## config.mk

```make
export PLATFORM = sky130hd
export DESIGN_NAME = mul_iter_flat
export DESIGN_NICKNAME = d
export VERILOG_FILES = /design/src/rtl/mul_iter_pkg.sv /design/src/rtl/mul_iter_if.sv /design/src/rtl/mul_iter_booth_r4_sel.sv /design/src/rtl/mul_iter.sv /design/src/flat_wrapper.sv
export SDC_FILE = /design/constraint.sdc
export NUM_CORES = 1
export LEC_CHECK = 0
export ABC_AREA = 1
export CAP_MARGIN = 0
export CORE_MARGIN = 8
export CORE_UTILIZATION = 40
export DETAILED_ROUTE_END_ITERATION = 16
export GPL_TIMING_DRIVEN = 0
export HOLD_SLACK_MARGIN = 0.15
export PLACE_DENSITY_LB_ADDON = 0.08
export SETUP_SLACK_MARGIN = 0.1
export SLEW_MARGIN = 20
export SYNTH_ARGS = -nofsm -noshare
export SYNTH_HDL_FRONTEND = slang
export SYNTH_SLANG_ARGS = --single-unit
export TNS_END_PERCENT = 1
```

## constraint.sdc

```tcl
create_clock -name clk_i -period 4.65 [get_ports clk_i]
set_clock_uncertainty 0.15 [all_clocks]
set_input_delay 0.93 -clock clk_i [delete_from_list [all_inputs] [get_ports clk_i]]
set_output_delay 0.93 -clock clk_i [all_outputs]
set_load 0.01 [all_outputs]
```

## src/rtl/mul_iter_pkg.sv

```systemverilog
// Shared types and constants for the iterative Booth radix-4 multiplier.
package mul_iter_pkg;

  localparam int MUL_STATE_W = 2;
  localparam int MUL_OPD_W   = 32;

  typedef enum logic [MUL_STATE_W-1:0] {
    MUL_IDLE = 2'd0,
    MUL_BUSY = 2'd1,
    MUL_DONE = 2'd2
  } mul_state_e;

endpackage

```

## src/rtl/mul_iter_if.sv

```systemverilog
// EX <-> multiplier handshake: EX is the master, mul_iter the slave.
interface mul_iter_if
  import mul_iter_pkg::*;
#(
  parameter int OPD_W = MUL_OPD_W
);
  logic               mult_start_i;
  logic               mult_signed_i;
  logic [OPD_W-1:0]   mult_opd1_i;
  logic [OPD_W-1:0]   mult_opd2_i;
  logic               flush_i;
  logic [2*OPD_W-1:0] product_o;
  logic               mult_end_o;
  logic               mult_busy_o;

  modport master (
    output mult_start_i, mult_signed_i, mult_opd1_i, mult_opd2_i, flush_i,
    input  product_o, mult_end_o, mult_busy_o
  );

  modport slave (
    input  mult_start_i, mult_signed_i, mult_opd1_i, mult_opd2_i, flush_i,
    output product_o, mult_end_o, mult_busy_o
  );
endinterface

```

## src/rtl/mul_iter_booth_r4_sel.sv

```systemverilog
// Radix-4 Booth recode: selects 0/M/2M for one 3-bit group and flags negation.
module booth_r4_sel #(
  parameter int W = 34
) (
  input  logic [2:0] grp,
  input  logic [W-1:0] mcand,
  output logic [W:0]   pp,
  output logic         neg
);

  always_comb begin
    pp  = '0;
    neg = 1'b0;
    case (grp)
      3'b001, 3'b010: pp = {mcand[W-1], mcand};
      3'b011:         pp = {mcand, 1'b0};
      3'b100: begin
        pp  = {mcand, 1'b0};
        neg = 1'b1;
      end
      3'b101, 3'b110: begin
        pp  = {mcand[W-1], mcand};
        neg = 1'b1;
      end
      default: pp = '0;
    endcase
  end

endmodule

```

## src/rtl/mul_iter.sv

```systemverilog
// Iterative radix-4 Booth multiplier, one partial product per cycle.
// Optional MUL_ITER_EARLY_EXIT_EN: zero operand skips straight to DONE.
module mul_iter
  import mul_iter_pkg::*;
#(
  parameter int OPD_W = MUL_OPD_W
) (
  input  logic     clk_i,
  input  logic     rst_n_i,
  mul_iter_if.slave mif
);

  localparam int ITERS = OPD_W/2 + 1;
  localparam int XW    = OPD_W + 2;
  localparam int AW    = 2*OPD_W + 4;
  localparam int CW    = $clog2(ITERS);

  mul_state_e         state, state_nxt;
  logic [XW-1:0]      mcand, mplr;
  logic               prev;
  logic [AW-1:0]      acc, acc_nxt, addend, pp_ext;
  logic [CW-1:0]      cnt;
  logic [2*OPD_W-1:0] product;
  logic               end_q;
  logic               accept;
  logic [XW:0]        pp_mag;
  logic               pp_neg;
  logic [XW-1:0]      opd1_ext, opd2_ext;

  assign opd1_ext = mif.mult_signed_i ? {{2{mif.mult_opd1_i[OPD_W-1]}}, mif.mult_opd1_i}
                                      : {2'b00, mif.mult_opd1_i};
  assign opd2_ext = mif.mult_signed_i ? {{2{mif.mult_opd2_i[OPD_W-1]}}, mif.mult_opd2_i}
                                      : {2'b00, mif.mult_opd2_i};

  // Multiplier is consumed two bits per cycle from the bottom; prev holds b[2i-1].
  booth_r4_sel #(.W(XW)) u_sel (
    .grp   ({mplr[1:0], prev}),
    .mcand (mcand),
    .pp    (pp_mag),
    .neg   (pp_neg)
  );

  assign pp_ext  = {{(AW-XW-1){pp_mag[XW]}}, pp_mag};
  assign addend  = pp_neg ? (~pp_ext + 1'b1) : pp_ext;
  assign acc_nxt = acc + (addend << {cnt, 1'b0});

  always_comb begin
    state_nxt = state;
    accept    = 1'b0;
    case (state)
      MUL_IDLE: begin
        if (mif.mult_start_i && !mif.flush_i) begin
          accept    = 1'b1;
          state_nxt = MUL_BUSY;
`ifdef MUL_ITER_EARLY_EXIT_EN
          if ((mif.mult_opd1_i == '0) || (mif.mult_opd2_i == '0))
            state_nxt = MUL_DONE;
`endif
        end
      end
      MUL_BUSY: if (cnt == CW'(ITERS-1)) state_nxt = MUL_DONE;
      MUL_DONE: state_nxt = MUL_IDLE;
      default:  state_nxt = MUL_IDLE;
    endcase
    if (mif.flush_i) state_nxt = MUL_IDLE;
  end

  always_ff @(posedge clk_i) begin
    if (!rst_n_i) begin
      state   <= MUL_IDLE;
      mcand   <= '0;
      mplr    <= '0;
      prev    <= 1'b0;
      acc     <= '0;
      cnt     <= '0;
      product <= '0;
      end_q   <= 1'b0;
    end else begin
      state <= state_nxt;
      end_q <= (state_nxt == MUL_DONE);
      if (state_nxt == MUL_DONE)
        product <= (state == MUL_BUSY) ? acc_nxt[2*OPD_W-1:0] : '0;
      if (accept) begin
        mcand <= opd1_ext;
        mplr  <= opd2_ext;
        prev  <= 1'b0;
        acc   <= '0;
        cnt   <= '0;
      end else if (state == MUL_BUSY && !mif.flush_i) begin
        acc  <= acc_nxt;
        mplr <= mplr >> 2;
        prev <= mplr[1];
        cnt  <= cnt + 1'b1;
      end
      if (mif.flush_i) cnt <= '0;
    end
  end

  assign mif.product_o   = product;
  assign mif.mult_end_o  = end_q;
  assign mif.mult_busy_o = (state != MUL_IDLE);

endmodule

```

## src/flat_wrapper.sv

```systemverilog
// flat-port wrapper written by rule: the top's interface ports become plain ports
module mul_iter_flat import mul_iter_pkg::*;
#(
  parameter int OPD_W = MUL_OPD_W
)
  (clk_i, rst_n_i, mif_mult_start_i, mif_mult_signed_i, mif_mult_opd1_i, mif_mult_opd2_i, mif_flush_i, mif_product_o, mif_mult_end_o, mif_mult_busy_o);
  mul_iter_if #(.OPD_W(OPD_W)) mif_i ();
  input  logic clk_i;
  input  logic rst_n_i;
  input wire logic [$bits(mif_i.mult_start_i)-1:0] mif_mult_start_i;
  input wire logic [$bits(mif_i.mult_signed_i)-1:0] mif_mult_signed_i;
  input wire logic [$bits(mif_i.mult_opd1_i)-1:0] mif_mult_opd1_i;
  input wire logic [$bits(mif_i.mult_opd2_i)-1:0] mif_mult_opd2_i;
  input wire logic [$bits(mif_i.flush_i)-1:0] mif_flush_i;
  output wire logic [$bits(mif_i.product_o)-1:0] mif_product_o;
  output wire logic [$bits(mif_i.mult_end_o)-1:0] mif_mult_end_o;
  output wire logic [$bits(mif_i.mult_busy_o)-1:0] mif_mult_busy_o;
  assign mif_i.mult_start_i = mif_mult_start_i;
  assign mif_i.mult_signed_i = mif_mult_signed_i;
  assign mif_i.mult_opd1_i = mif_mult_opd1_i;
  assign mif_i.mult_opd2_i = mif_mult_opd2_i;
  assign mif_i.flush_i = mif_flush_i;
  assign mif_product_o = mif_i.product_o;
  assign mif_mult_end_o = mif_i.mult_end_o;
  assign mif_mult_busy_o = mif_i.mult_busy_o;
  mul_iter #(.OPD_W(OPD_W)) u_core (.clk_i(clk_i), .rst_n_i(rst_n_i), .mif(mif_i));
endmodule
```

# --- Yosys cells after proc, flatten, opt, wreduce, memory -nomap -nowiden ---
# Cells that the tools add are included.
totals:
  regBits: 209
  latchBits: 0
  ram_bits: 0
  mem_bits_ro: 0
  output_inout_bits: 66
  elab_cells: 48
  n_memories: 0
op_classes:
  addsub: 3
  multipliers: 0
  n_div: 0
  n_lt_le_gt_ge: 0
  n_eq_ne: 9
  shift: 1
  muxes: 14
  bitwise: 2
  n_reduce_logical: 11
ops:
  columns: ["operator", "count"]
  rows:
  - ["$mux 34", 4]
  - ["$pmux 35 s2", 1]
  - ["$add 68x1->68 const B", 1]
  - ["$add 68x68->68", 1]
  - ["$mux 68", 1]
  - ["$not 68->68", 1]
  - ["$shl 68x6->68", 1]
  - ["$mux 64", 1]
  - ["$eq 3x3->1 const B", 3]
  - ["$eq 3x2->1 const B", 2]
  - ["$mux 2", 3]
  - ["$reduce_or 3->1", 2]
  - ["$add 5x1->5 const B", 1]
  - ["$eq 5x5->1 const B", 1]
  - ["$pmux 2 s2", 1]
  - ["$reduce_bool 2->1", 2]
  - ["$reduce_or 2->1", 2]
  - ["$reduce_or 4->1", 1]
  - ["$eq 3x1->1 const B", 1]
  - ["$mux 1", 3]
  - ["$eq 2x1->1 const B", 1]
  - ["$eq 2x2->1 const B", 1]
  - ["$logic_and 1x1->1", 2]
  - ["$logic_not 2->1", 1]
  - ["other kinds (2)", 2]

# --- Logic depth before layout (Yosys ltp) ---
depth:
  word_depth: 9
  depth_mapped: 43

# --- By module ---
# Synthesis repeated with hierarchy kept, for this count alone.
unflattened:
  cells_unflattened: 2690
  hier_area_um2: 16260.6
by_module_without_submodules:
  columns: ["mod", "n_inst", "cells_each", "area_per_inst_um2"]
  rows:
  - ["mul_iter", 1, 2564, 15586.2]
  - ["booth_r4_sel", 1, 126, 674.4]

# --- Least setup slack after synthesis ---
# No wires, ideal clock.
synth_timing:
  path_kind: "register to register"
  startpoint: "reg u_core.prev"
  endpoint: "reg u_core.product[35], in the netlist u_core.mif.product_o[35]"
  setup_ps: 109
  t_arrival_ps: 4707
  required_ps: 4391
  path_slack_ps: -316
  path_stages_with_launch: 41
  synth_period_minus_slack_ps: 4966
  path_cell_list: "dfxtp_1 inv_1 ha_1 buf_2 buf_2 nand2_1 nand2_1 inv_2 ha_1 inv_1 nor2_2 nand4_1 nor2_2 nor2_1 xor2_1 inv_1 nand2_1 nand2_1 (+5 left out) nor2_1 ha_1 a21oi_1 inv_1 a31oi_1 a21boi_0 inv_1 nand2_1 nand2_1 a21oi_1 o21ai_1 nand2_1 nand2_1 a21oi_1 xor2_1 nand2_1 nand2_1 inv_1"
synth_via:
  elab_chain_len: 9
  word_cells_on_any_way: 17
synth_rtl:
  columns: ["element", "line", "source"]
  rows:
  - ["start, declared", "mul_iter.sv:20", "logic prev;"]
  - ["start signal, assigned", "mul_iter.sv:92", "prev <= mplr[1];"]
  - ["$eq 3x3->1, or another cell as far along", "mul_iter_booth_r4_sel.sv:14", "case (grp)"]
  - ["$reduce_or 4->1 (no source line) / $reduce_or 2->1 (equally long branches)", null, null]
  - ["$pmux 35 s2", "mul_iter_booth_r4_sel.sv:14", null]
  - ["$not 68->68", "mul_iter.sv:44", "assign addend = pp_neg ? (~pp_ext + 1'b1) : pp_ext;"]
  - ["$add 68x1->68", "mul_iter.sv:44", null]
  - ["$mux 68 *", "mul_iter.sv:44", null]
  - ["$shl 68x6->68 *", "mul_iter.sv:45", "assign acc_nxt = acc + (addend << {cnt, 1'b0});"]
  - ["$add 68x68->68 *", "mul_iter.sv:45", null]
  - ["$mux 64 *", "mul_iter.sv:82", "product <= (state == MUL_BUSY) ? acc_nxt[2*OPD_W-1:0] : '0;"]
  - ["end signal, assigned", "mul_iter.sv:82", null]
  - ["end, declared", "mul_iter.sv:23", "logic [2*OPD_W-1:0] product;"]
# Mark *: on every way between the ends. The rest lies on a longest branch, timed or not.
# A chain may end at the register's enable or synchronous reset.

# --- Worst setup path after layout ---
layout_timing:
  startpoint: "reg u_core.prev"
  endpoint: "reg u_core.product[50], in the netlist u_core.mif.product_o[50]"
# The elaborated chain is that of the path after synthesis.

==> results.py <==
metrics = {
    "die": {
        "initial_core_util": 0.406,
        "die_area_um2": 45900,
        "die_w_um": 214,
        "core-area_um2": 38700,
        "io_pins": 135,
        "rows": 72,
        "die_h_um": 214,
    },
    "yosys": {
        "syn-num-nets": 2721,
        "synthArstFlopShare": 0,
        "ys_seq_area_frac": 0.258,
        "synth_seq_cells": 203,
        "synth.avg_cell_area_um2": 6.09,
        "yosys_warnings": 0,
        "ys_types": 53,
        "synth_ff_type": "dfxtp_1",
        "syn_area_um2": 15700,
        "synthesis.instances": 2580,
        "synth_enable_flop_cells": 0,
    },
    "global_route": {
        "antenna_found_initial": 1,
        "grt_max_degree": 13,
        "grtUsageTotal": 0.277,
        "overflow": 0,
        "grt_pass1_vias": 17400,
        "grt_pass1_wl_um": 102000,
    },
    "critical_path": {
        "critPathTopFamily": "simple AND/OR/NAND/NOR gates",
        "rrSetupSlack_ps": -850,
        "max_stage_delay_ps": 350,
        "crit_buf_inv": 9,
        "end_kind": "flip-flop",
        "cp.required_ps": 5000,
        "path_max_fanout": 7,
        "crit_slowest_cell": "dfxtp_2",
        "worstReg2RegStart": "u_core.prev",
        "crit_type": "reg2reg",
        "cpMostUsedCell": "nand2_1",
        "startpoint": "u_core.prev",
        "cp_data_arrival_time_ps": 5850,
        "cp-start-kind": "flip-flop",
    },
    "placed_design": {
        "dp.cells": 3232,
        "dpl_cell_area_um2": 17800,
        "place_congestion": 1.05,
        "dpl.hpwl_um": 53500,
        "portBuffers": 133,
    },
    "outcome": {
        "status": "complete, but fails checks",
        "violations": "setup timing",
    },
    "routing": {
        "first_iter_violations": 1368,
        "dr.pass1.iters": 6,
        "via_per_inst": 5.42,
        "vias": 18300,
        "wl_per_cell_um": 20.1,
        "drtAntennaViolNets": 0,
        "totalWireLength_um": 67900,
        "drcViolationCount": 0,
    },
    "power": {
        "ir_worst_vdd_uv": 279,
        "power_leakage_nw": 10.2,
        "powerDensity_nw_per_um2": 230,
    },
    "timing": {
        "fmax_mhz": 182,
        "min_period_over_period": 1.18,
        "slew_viol_final": 0,
        "worst_pin_slew_ps": 950,
        "rsz0062_at_grt": "true",
        "max-slew-margin-rel": 0.367,
        "hold_violations": 0,
        "min_period_ps": 5500,
        "finalSetupViolCount": 91,
        "layout_setup_ws_ps": -849,
    },
    "layout": {
        "fin_util": 0.569,
        "stdcell_count": 3380,
        "nets": 2986,
        "drive_gt1_frac": 0.250,
        "mostFrequentLayoutCell": "nand2_1",
        "stdcell_area_um2": 22000,
        "layout_common_cells": "493 x nand2_1, 301 x inv_1, 253 x nor2_1, 200 x dfxtp_1, 149 x nand3_1",
        "diodes": 0,
        "area_delta_synth_final_pct": 40.1,
    },
    "cts": {
        "clkLatencyLatePin_ps": 560,
        "cts_buffer_depth": 3,
        "cts_sinks": 203,
        "cts_inserted_buffers": 24,
        "cts_tree": "done",
        "cts_root_buffer": "clkbuf_16",
        "cts_max_level": 1,
        "path_clk_slew_ps": 60,
    },
    "worst_hold_path": {
        "worstHoldStart": "u_core.mplr[9]",
        "hp-class": "reg2reg",
    },
    "flow_run": {
        "cap_violations": 0,
    },
}
==> power breakdown <==
group | switching, mW | internal [mW] | leakage (nW)
Sequential | 0.0445 | 1.79 | 1.65
Clock | 0.786 | 1.18 | 0.409
Combinational | 0.771 | 0.487 | 8.19
==> logic make-up (layout without fill, tap and decap cells) <==
| group | Yosys count | in the layout | share of synthesized area |
|---|---|---|---|
| AND/OR/NAND/NOR | 1219 | 1219 | 0.326 |
| AO/OA/AOI/OAI | 562 | 562 | 0.210 |
| buffers and inverters | 465 | 747 | 0.114 |
| flip-flops | 203 | 203 | 0.258 |
| adder cells (fa/ha/maj) | 72 | 72 | 0.0578 |
| XOR/XNOR | 55 | 55 | 0.0306 |
| multiplexers | 4 | 4 | 0.00255 |
==> final cells by class <==
class	instances	area, um2
Tap cell	518	648
Timing Repair Buffer	239	2230
Clock buffer	36	726
Multi-Input combinational cell	1912	12400
Fill cell	3886	16700
Clock inverter	7	96.3
Sequential cell	203	4070
Buffer	119	537
Inverter	346	1300
==> tightest hold or removal path: stages, from the launching register on <==
cell	delay [ps]
dfxtp_1	310
nand2_1	60
a31oi_1	60
==> synth_stat cells (all sizes together), types with 21 or more instances <==
master,count,area share
nor2,343,0.085
a31oi,57,0.023
xnor2,21,0.012
inv,342,0.082
nand2,606,0.15
o21ai,224,0.072
a21oi,131,0.042
dfxtp,203,0.26
o21bai,42,0.020
ha,71,0.057
clkbuf,82,0.020
or2,23,0.0092
o211ai,51,0.024
xor2,34,0.019
buf,37,0.012
nand3,205,0.069
==> worst paths after layout <==
path	cells past startpoint	to
worst max-delay path	39	u_core.mif.product_o[50]
worst min-delay path	2	u_core.mplr[9]
worst max register to register	39	u_core.mif.product_o[50]
worst min register to register	2	u_core.mplr[9]
==> flip-flops by register name, summed over array words and instances (netlist names) <==
register and count:
u_core.mif.mult_end_o 1, u_core.state 2, u_core.acc 64, u_core.mplr 33
u_core.prev 1, u_core.mcand 33, u_core.mif.product_o 64, u_core.cnt 5
==> metal layers <==
metal	track usage	up-vias	routed length (um)
li1	-	8965	-
met1	0.343	8559	28700
met2	0.458	620	30800
met3	0.0481	189	4340
met4	0.141	2	4040
met5	0	-	13
==> metrics by stage <==
stage	worst slack, ps	hold slack, ps	power, mW	setup TNS, ps
after floorplan	-25.3	291	2.45	-67.1
final	-849	323	5.06	-47930
after global routing	-1120	346	5.27	-72820
after CTS	-756	325	4.99	-39030
after global placement	-2160	304	2.78	-165480
after detailed placement	-2200	307	2.79	-164110
==> what timing repair did <==
item,4_1_cts,5_1_grt
endpoints found under the hold margin,0,0
pin swaps,134,104
buffers inserted,73,30
gates resized for setup,455,204
setup endpoints to repair,121,108
hold buffers,0,0
cloned,2,0
Note: power is estimated with default switching activity, not from simulation.
